**src/rtl/la_rng_pkg.sv**
```systemverilog
// rtl/la_rng_pkg.sv - shared types and constants for the laRNG conditioner
// Purpose: pair-FSM state encoding, default sizing, saturation helper.
// Ports: none (package).
package la_rng_pkg;

  typedef enum logic {
    ST_IDLE       = 1'b0,
    ST_HAVE_FIRST = 1'b1
  } pair_state_e;

  localparam int DEF_WIDTH = 32;
  localparam int DEF_CNT_W = 16;

  // All-ones value for a counter of width w (w up to 64), used as the
  // saturation ceiling of the discard counter.
  function automatic logic [63:0] sat_max(input int w);
    if (w >= 64) sat_max = '1;
    else         sat_max = (64'd1 << w) - 64'd1;
  endfunction

endpackage

```
**src/rtl/la_rng_vn_extractor.sv**
```systemverilog
// rtl/la_rng_vn_extractor.sv - Von Neumann pair extractor with discard counter
// Purpose: debias raw bits pairwise (01->0, 10->1, 00/11 discarded) or pass
//          them straight through in bypass.
// Ports:
//   wb_clk_i, rst_n        clock, async active-low reset
//   i_en, i_bypass         enable (low flushes pair state), debias bypass
//   i_raw_bit, i_raw_valid raw entropy input
//   o_bit, o_stb           emitted bit and its strobe (same cycle as input)
//   o_discard_cnt          saturating count of discarded pairs
module la_rng_vn_extractor
  import la_rng_pkg::*;
#(
  parameter int CNT_W = DEF_CNT_W
) (
  input  logic             wb_clk_i,
  input  logic             rst_n,
  input  logic             i_en,
  input  logic             i_bypass,
  input  logic             i_raw_bit,
  input  logic             i_raw_valid,
  output logic             o_bit,
  output logic             o_stb,
  output logic [CNT_W-1:0] o_discard_cnt
);

  localparam logic [CNT_W-1:0] CNT_MAX = CNT_W'(sat_max(CNT_W));

  pair_state_e      r_state;
  pair_state_e      w_next;
  logic             r_first;
  logic             w_load_first;
  logic             w_discard;
  logic [CNT_W-1:0] r_cnt;

  always_ff @(posedge wb_clk_i or negedge rst_n) begin
    if (!rst_n) begin
      r_state <= ST_IDLE;
      r_first <= 1'b0;
      r_cnt   <= '0;
    end else begin
      r_state <= w_next;
      if (w_load_first) r_first <= i_raw_bit;
      if (w_discard && (r_cnt != CNT_MAX)) r_cnt <= r_cnt + CNT_W'(1);
    end
  end

  always_comb begin
    w_next       = r_state;
    w_load_first = 1'b0;
    w_discard    = 1'b0;
    o_bit        = i_raw_bit;
    o_stb        = 1'b0;
    // Disable or bypass both park the FSM, dropping any half-collected pair.
    if (!i_en || i_bypass) w_next = ST_IDLE;
    if (i_en && i_raw_valid) begin
      if (i_bypass) begin
        o_stb = 1'b1;
      end else begin
        case (r_state)
          ST_IDLE: begin
            w_next       = ST_HAVE_FIRST;
            w_load_first = 1'b1;
          end
          ST_HAVE_FIRST: begin
            w_next = ST_IDLE;
            if (r_first != i_raw_bit) begin
              // 01 -> 0, 10 -> 1: the emitted bit equals the first bit.
              o_stb = 1'b1;
              o_bit = r_first;
            end else begin
              w_discard = 1'b1;
            end
          end
          default: w_next = ST_IDLE;
        endcase
      end
    end
  end

  assign o_discard_cnt = r_cnt;

endmodule

```
**src/rtl/la_rng_conditioner.sv**
```systemverilog
// rtl/la_rng_conditioner.sv - laRNG entropy conditioner top
// Purpose: debias raw bits, pack them MSB-first into WIDTH-bit words and
//          present words on a valid/ready port with sticky overflow.
// Ports:
//   wb_clk_i, rst_n           clock, async active-low reset
//   en, bypass                enable (low flushes pair/packer), debias bypass
//   raw_bit, raw_valid        raw entropy input
//   rd_valid, rd_ready, rd_data  word output handshake
//   overflow, clr_overflow    sticky dropped-word flag and its clear
//   discard_cnt               saturating count of discarded pairs
module la_rng_conditioner
  import la_rng_pkg::*;
#(
  parameter int WIDTH = DEF_WIDTH,
  parameter int CNT_W = DEF_CNT_W
) (
  input  logic             wb_clk_i,
  input  logic             rst_n,
  input  logic             en,
  input  logic             bypass,
  input  logic             raw_bit,
  input  logic             raw_valid,
  input  logic             rd_ready,
  output logic             rd_valid,
  output logic [WIDTH-1:0] rd_data,
  output logic             overflow,
  input  logic             clr_overflow,
  output logic [CNT_W-1:0] discard_cnt
);

  localparam int BC_W = $clog2(WIDTH);

  logic             w_bit;
  logic             w_stb;
  logic [WIDTH-1:0] r_shift;
  logic [BC_W-1:0]  r_bitcnt;
  logic [WIDTH-1:0] w_word;
  logic             w_complete;
  logic             w_slot_free;
  logic             r_rd_valid;
  logic [WIDTH-1:0] r_rd_data;
  logic             r_overflow;

  la_rng_vn_extractor #(.CNT_W(CNT_W)) u_vn (
    .wb_clk_i      (wb_clk_i),
    .rst_n         (rst_n),
    .i_en          (en),
    .i_bypass      (bypass),
    .i_raw_bit     (raw_bit),
    .i_raw_valid   (raw_valid),
    .o_bit         (w_bit),
    .o_stb         (w_stb),
    .o_discard_cnt (discard_cnt)
  );

  assign w_word      = {r_shift[WIDTH-2:0], w_bit};
  assign w_complete  = w_stb && (r_bitcnt == BC_W'(WIDTH - 1));
  // The slot counts as free when the current word is being consumed now.
  assign w_slot_free = !r_rd_valid || rd_ready;

  always_ff @(posedge wb_clk_i or negedge rst_n) begin
    if (!rst_n) begin
      r_shift  <= '0;
      r_bitcnt <= '0;
    end else if (!en) begin
      r_shift  <= '0;
      r_bitcnt <= '0;
    end else if (w_stb) begin
      r_shift  <= w_word;
      r_bitcnt <= w_complete ? '0 : r_bitcnt + BC_W'(1);
    end
  end

  always_ff @(posedge wb_clk_i or negedge rst_n) begin
    if (!rst_n) begin
      r_rd_valid <= 1'b0;
      r_rd_data  <= '0;
      r_overflow <= 1'b0;
    end else begin
      if (w_complete && w_slot_free) begin
        r_rd_valid <= 1'b1;
        r_rd_data  <= w_word;
      end else if (rd_ready) begin
        r_rd_valid <= 1'b0;
      end
      // A drop in the same cycle as a clear keeps the flag set.
      if (w_complete && !w_slot_free) r_overflow <= 1'b1;
      else if (clr_overflow)          r_overflow <= 1'b0;
    end
  end

  assign rd_valid = r_rd_valid;
  assign rd_data  = r_rd_data;
  assign overflow = r_overflow;

endmodule

```
**config.mk**
```make
export PLATFORM = sky130hd
export DESIGN_NAME = la_rng_conditioner
export DESIGN_NICKNAME = d
export VERILOG_FILES = /design/src/rtl/la_rng_pkg.sv /design/src/rtl/la_rng_vn_extractor.sv /design/src/rtl/la_rng_conditioner.sv
export SDC_FILE = /design/constraint.sdc
export NUM_CORES = 1
export LEC_CHECK = 0
export BUFFER_PORTS_ARGS = -buffer_cell sky130_fd_sc_hd__buf_4
export CORE_ASPECT_RATIO = 1.5
export CORE_UTILIZATION = 53
export CTS_BUF_LIST = sky130_fd_sc_hd__clkbuf_4
export CTS_CLUSTER_SIZE = 40
export DETAILED_ROUTE_END_ITERATION = 12
export PLACE_DENSITY = 0.83
export SLEW_MARGIN = 20
export SYNTH_ARGS = -nofsm -noshare
export SYNTH_HDL_FRONTEND = slang
export SYNTH_SLANG_ARGS = --single-unit
```
**constraint.sdc**
```tcl
create_clock -name wb_clk_i -period 1.7 [get_ports wb_clk_i]
set_input_delay 0.085 -clock wb_clk_i [delete_from_list [all_inputs] [get_ports wb_clk_i]]
set_output_delay 0.085 -clock wb_clk_i [all_outputs]
set_load 0.02 [all_outputs]
```
==> flow_results.org <==
** Hold path
- The worst hold path belongs to the class in2async.

** Worst setup path
- Reg2Reg Depth :: 7
- Data required time at the worst endpoint :: just over 2000 ps
- Start of the worst register-to-register path :: r_bitcnt[1]
- CP endpoint kind :: flip-flop
- Slowest cell on crit path :: sky130_fd_sc_hd__dfrtp_1
- The signal on the critical path passes through ha_2 > and3_4 > ha_4 > and3_4 > buf_6 > clkbuf_16 > mux2_1.
- Crit-path leading delay family :: flip-flops
- Crit Path Max Fanout :: 5
- Endpoint of the worst-slack reg-to-reg timing path :: rd_data[12]
- By startpoint and endpoint, the worst setup path is classified as reg2reg.
- On the worst path, the slowest cell contributes a delay of 410 ps.
- The worst setup path is launched from a flip-flop.
- Top cell by count, worst path :: sky130_fd_sc_hd__and3_4
- Sum of buffers and inverters on the critical path :: 2
- At the worst endpoint, the arrival time is 2200 ps.
- The setup check on the worst reg-to-reg path leaves a slack of -150 ps.

** Global route
- The total overflow left after global routing is 0.
- Total global routing track utilization :: 22.2%
- Global routing used a little under two fifths of the available met2 tracks.
- Wire length of the first global-routing pass :: 12,800 um
- Met1 layer usage reported by global route :: 27.2%
- GRT met3 Usage :: 5.84%
- Initial antenna violation count :: 0
- The global routing stage identified its most utilized layer as met2.
- Entering global routing, the biggest net connects 48 pins.
- Number of global-route vias before repair :: between 2,000 and 3,000

** Detailed routing
- DRC violation total after the first TritonRoute iteration :: ~160
- Post-route antenna net violation count :: 0
- Total vias in the final route :: 2,788
- For this run, the detailed router's first-pass iteration total came to 5.
- WL/cell :: 17.3 um
- Total detailed-routing wirelength :: approximately 8600 um
- Number of DRC violations after detailed routing :: 0
- Dividing the detail-routed via count by the number of cells gives approximately 5.6.

** Clock tree
- Clock tree from TritonCTS :: yes
- Number of clock sinks seen by CTS :: 88
- Root buffer selected by CTS :: sky130_fd_sc_hd__clkbuf_4
- Counting along the longest clock path gives a buffer depth of 2.
- Buffers inserted during clock tree synthesis total 9.
- Level count of the clock H-tree :: 3
- Worst-skew pair later-pin latency :: 450 ps
- Clk pin slew, worst setup/hold paths :: 140 ps

** Run status
- The run finished, with violations left.
- The checks that failed: setup timing.

** Final layout
- Ratio of cells with drive above 1 in the final layout :: 38.0%
- The finished cells cover 4850 um2.
- Final net count :: 430
- FILL cells :: 443
- The area growth from synthesis to layout is 32.8%.
- Sequential cell area in the final layout :: 2210 um2
- In the final layout, the multi-input gates occupy 1520 um2.
- ANT cells :: 0

** Power and ir drop
- In this run the power spent charging and discharging nets is 0.940 mW.
- Of the total power, combinational logic draws between 8 and 9%.
- Internal Dissipation :: 2.55 mW
- Switching power share of the total :: 26.9%
- Leak Pwr :: between 2 and 3 nW
- Across the VDD grid, the largest voltage drop is 0.603 mV.
- Dividing total power by cell area gives a power density of between 700 and 800 nW/um2.
- Clock network power share :: approximately 30%
- Flop pwr share :: 61.5%

** Yosys
- In this run the cell area of the synthesized design comes to 3650 um2.
- Synthesized Nets :: 330
- Synthesis inferred 88 register bits.
- Number of flops mapped to enable cells by yosys :: 0
- Share of synthesized area occupied by flip-flops and latches :: between 60% and 70%
- Fraction of post-synthesis cell area in the top cell type by area :: 60.3%
- Counting every instance in the synthesized netlist gives 319.
- Of all cell types, the one taking the most synthesized area is sky130_fd_sc_hd__dfrtp_1.
- Fraction of registers with async set or reset after synthesis :: 100%
- Leading cell types by count after synthesis :: sky130_fd_sc_hd__dfrtp_1, sky130_fd_sc_hd__nand2_1, sky130_fd_sc_hd__nand3_1
- Sorting the synthesized cells by area gives the leading types as sky130_fd_sc_hd__dfrtp_1, sky130_fd_sc_hd__mux2_1, sky130_fd_sc_hd__nand2_1, sky130_fd_sc_hd__nand3_1, sky130_fd_sc_hd__xnor2_1.
- The synthesized netlist contains 39 unique library cells.
- Synth warnings :: 0
- Among all flip-flop cells after synthesis, the most frequent one is sky130_fd_sc_hd__dfrtp_1.
- Count leader, synth :: sky130_fd_sc_hd__dfrtp_1
- Syn Area/Cell :: roughly 11 um2

** Floorplanning
- Boundary Pins :: 58
- Once the floorplan was initialized, standard cells occupied 55.5% of the core.
- Number of core rows :: 36
- DIE HEIGHT :: 104 um
- Measured along the x axis, the die boundary spans 69.8 um.
- Die Area :: approximately 7200 um2
- Floorplan core area :: about 6600 um2

** STA
- Headroom to the max-slew limit came out at between 50% and 60%.
- After layout, the worst path uses 109% of the clock period.
- Setup repair after global routing missed its margin :: yes
- Transition time at the pin with the least slew margin :: just over 600 ps
- Hold timing on the final database bottoms out at a slack of approximately 180 ps.
- Tmin final :: 1850 ps
- Number of failing setup endpoints in the final timing report :: 34
- The number of hold violations in the final report was 0.
- Setup slack on the critical path of the routed design comes to -148 ps.
- Largest clock skew in the final design :: ~9.4 ps
- Static timing analysis puts the maximum clock frequency at 0.541 GHz.
- Fin. max-slew vios :: 0

** Placement
- Buffers added on ports :: 57
- Cell area after placement :: ~4400 um2
- Worst slack at placement :: -82.4 ps
- The HPWL after detailed placement is 4950 um.
- Gp weighted congestion :: roughly 0.82

** Run
- Max-cap violations :: 0
sequential cells by signal, summed over array words and instances (netlist names):
name / flops
u_vn.r_first: 1
overflow: 1
u_vn.r_state: 1
rd_data: 32
r_bitcnt: 5
rd_valid: 1
u_vn.o_discard_cnt: 16
r_shift: 31
what timing repair did:
action	in CTS	in global routing
hold buffers	6	0
buffers inserted	6	4
pin swaps	1	6
cloned	1	2
setup endpoints to repair	34	49
hold endpoints to repair	48	0
gates resized for setup	5	32
worst reg2reg max path, cell delays in order, from the launching register on:
cell and delay, ps:
sky130_fd_sc_hd__dfrtp_1 410, sky130_fd_sc_hd__ha_2 200, sky130_fd_sc_hd__and3_4 190, sky130_fd_sc_hd__ha_4 150, sky130_fd_sc_hd__and3_4 210, sky130_fd_sc_hd__buf_6 120, sky130_fd_sc_hd__clkbuf_16 150, sky130_fd_sc_hd__mux2_1 320
layout by cell type, fill, tap and decap left out, drive strengths merged, types with 2 or more instances in the layout:
| cell type | Yosys | routed |
|---|---|---|
| nor2 | 4 | 4 |
| xor2 | 3 | 3 |
| clkinvlp | 0 | 4 |
| xnor2 | 12 | 12 |
| clkbuf | 3 | 11 |
| inv | 3 | 4 |
| and3 | 5 | 5 |
| clkinv | 0 | 2 |
| buf | 13 | 97 |
| nor3 | 3 | 3 |
| nand3b | 2 | 2 |
| o21ai | 2 | 2 |
| ha | 3 | 3 |
| dfrtp | 88 | 88 |
| a21oi | 3 | 3 |
| nand2 | 79 | 79 |
| mux2 | 36 | 36 |
| nand3 | 37 | 37 |
| nand4 | 8 | 8 |
| dlygate4sd3 | 0 | 6 |
how the worst max path moves through the flow:
stage | start | to | slack, ps | depth (start not counted)
floorplan | u_vn.r_first | rd_data[0] | -50 | 7
global placement | r_bitcnt[1] | rd_data[0] | -9 | 6
detailed placement | r_bitcnt[1] | rd_data[13] | -80 | 6
CTS | r_bitcnt[0] | rd_data[13] | -80 | 7
global route | r_bitcnt[1] | rd_data[25] | -180 | 6
finish | r_bitcnt[1] | rd_data[12] | -150 | 7
stage by stage:
| step | std cells | power, mW | setup TNS, ps | util (%) |
|---|---|---|---|---|
| finish | 500 | 3.49 | -3940 | 73.7 |
| detailed placement | 466 | 2.46 | -1590 | 66.7 |
| CTS | 494 | 3.48 | -1780 | 70.6 |
| floorplan | 319 | 2.30 | -1620 | - |
| global placement | 466 | 2.45 | -164 | 66.7 |
| global route | 500 | 3.61 | -5320 | 73.7 |
layer usage:
metal | part of all wire, % | routed length [um]
met5 | 0 | 0
met4 | 2.0 | 175
met3 | 4.8 | 413
met2 | 53 | 4610
met1 | 40 | 3430
power by group through the flow:
stage | Combinational, mW | Sequential [mW] | Clock, mW
2_1_floorplan | 0.0908 | 2.21 | 0
3_3_place_gp | 0.266 | 2.18 | 0
3_5_place_dp | 0.273 | 2.19 | 0
4_1_cts | 0.297 | 2.14 | 1.04
5_1_grt | 0.331 | 2.15 | 1.13
6_report | 0.306 | 2.15 | 1.04
kinds of logic after synthesis:
kind of cell,share of synthesized area [%]
AOI/OAI and AO/OA,1.82
muxes,11.1
and+or+nand+nor,19.1
adders and majority gates,1.03
xor gates and xnor gates,3.80
DFF,60.3
buffers and inverters,2.88
area by class of cell:
type | count | share of cell area [%]
clock buffer | 9 | 1.39
timing repair buffer | 105 | 18.6
inverter | 3 | 0.232
clock inverter | 7 | 0.981
tap | 76 | 1.96
sequential | 88 | 45.5
multi-input combinational | 212 | 31.3
No activity file was read; power rests on OpenSTA's default activity.
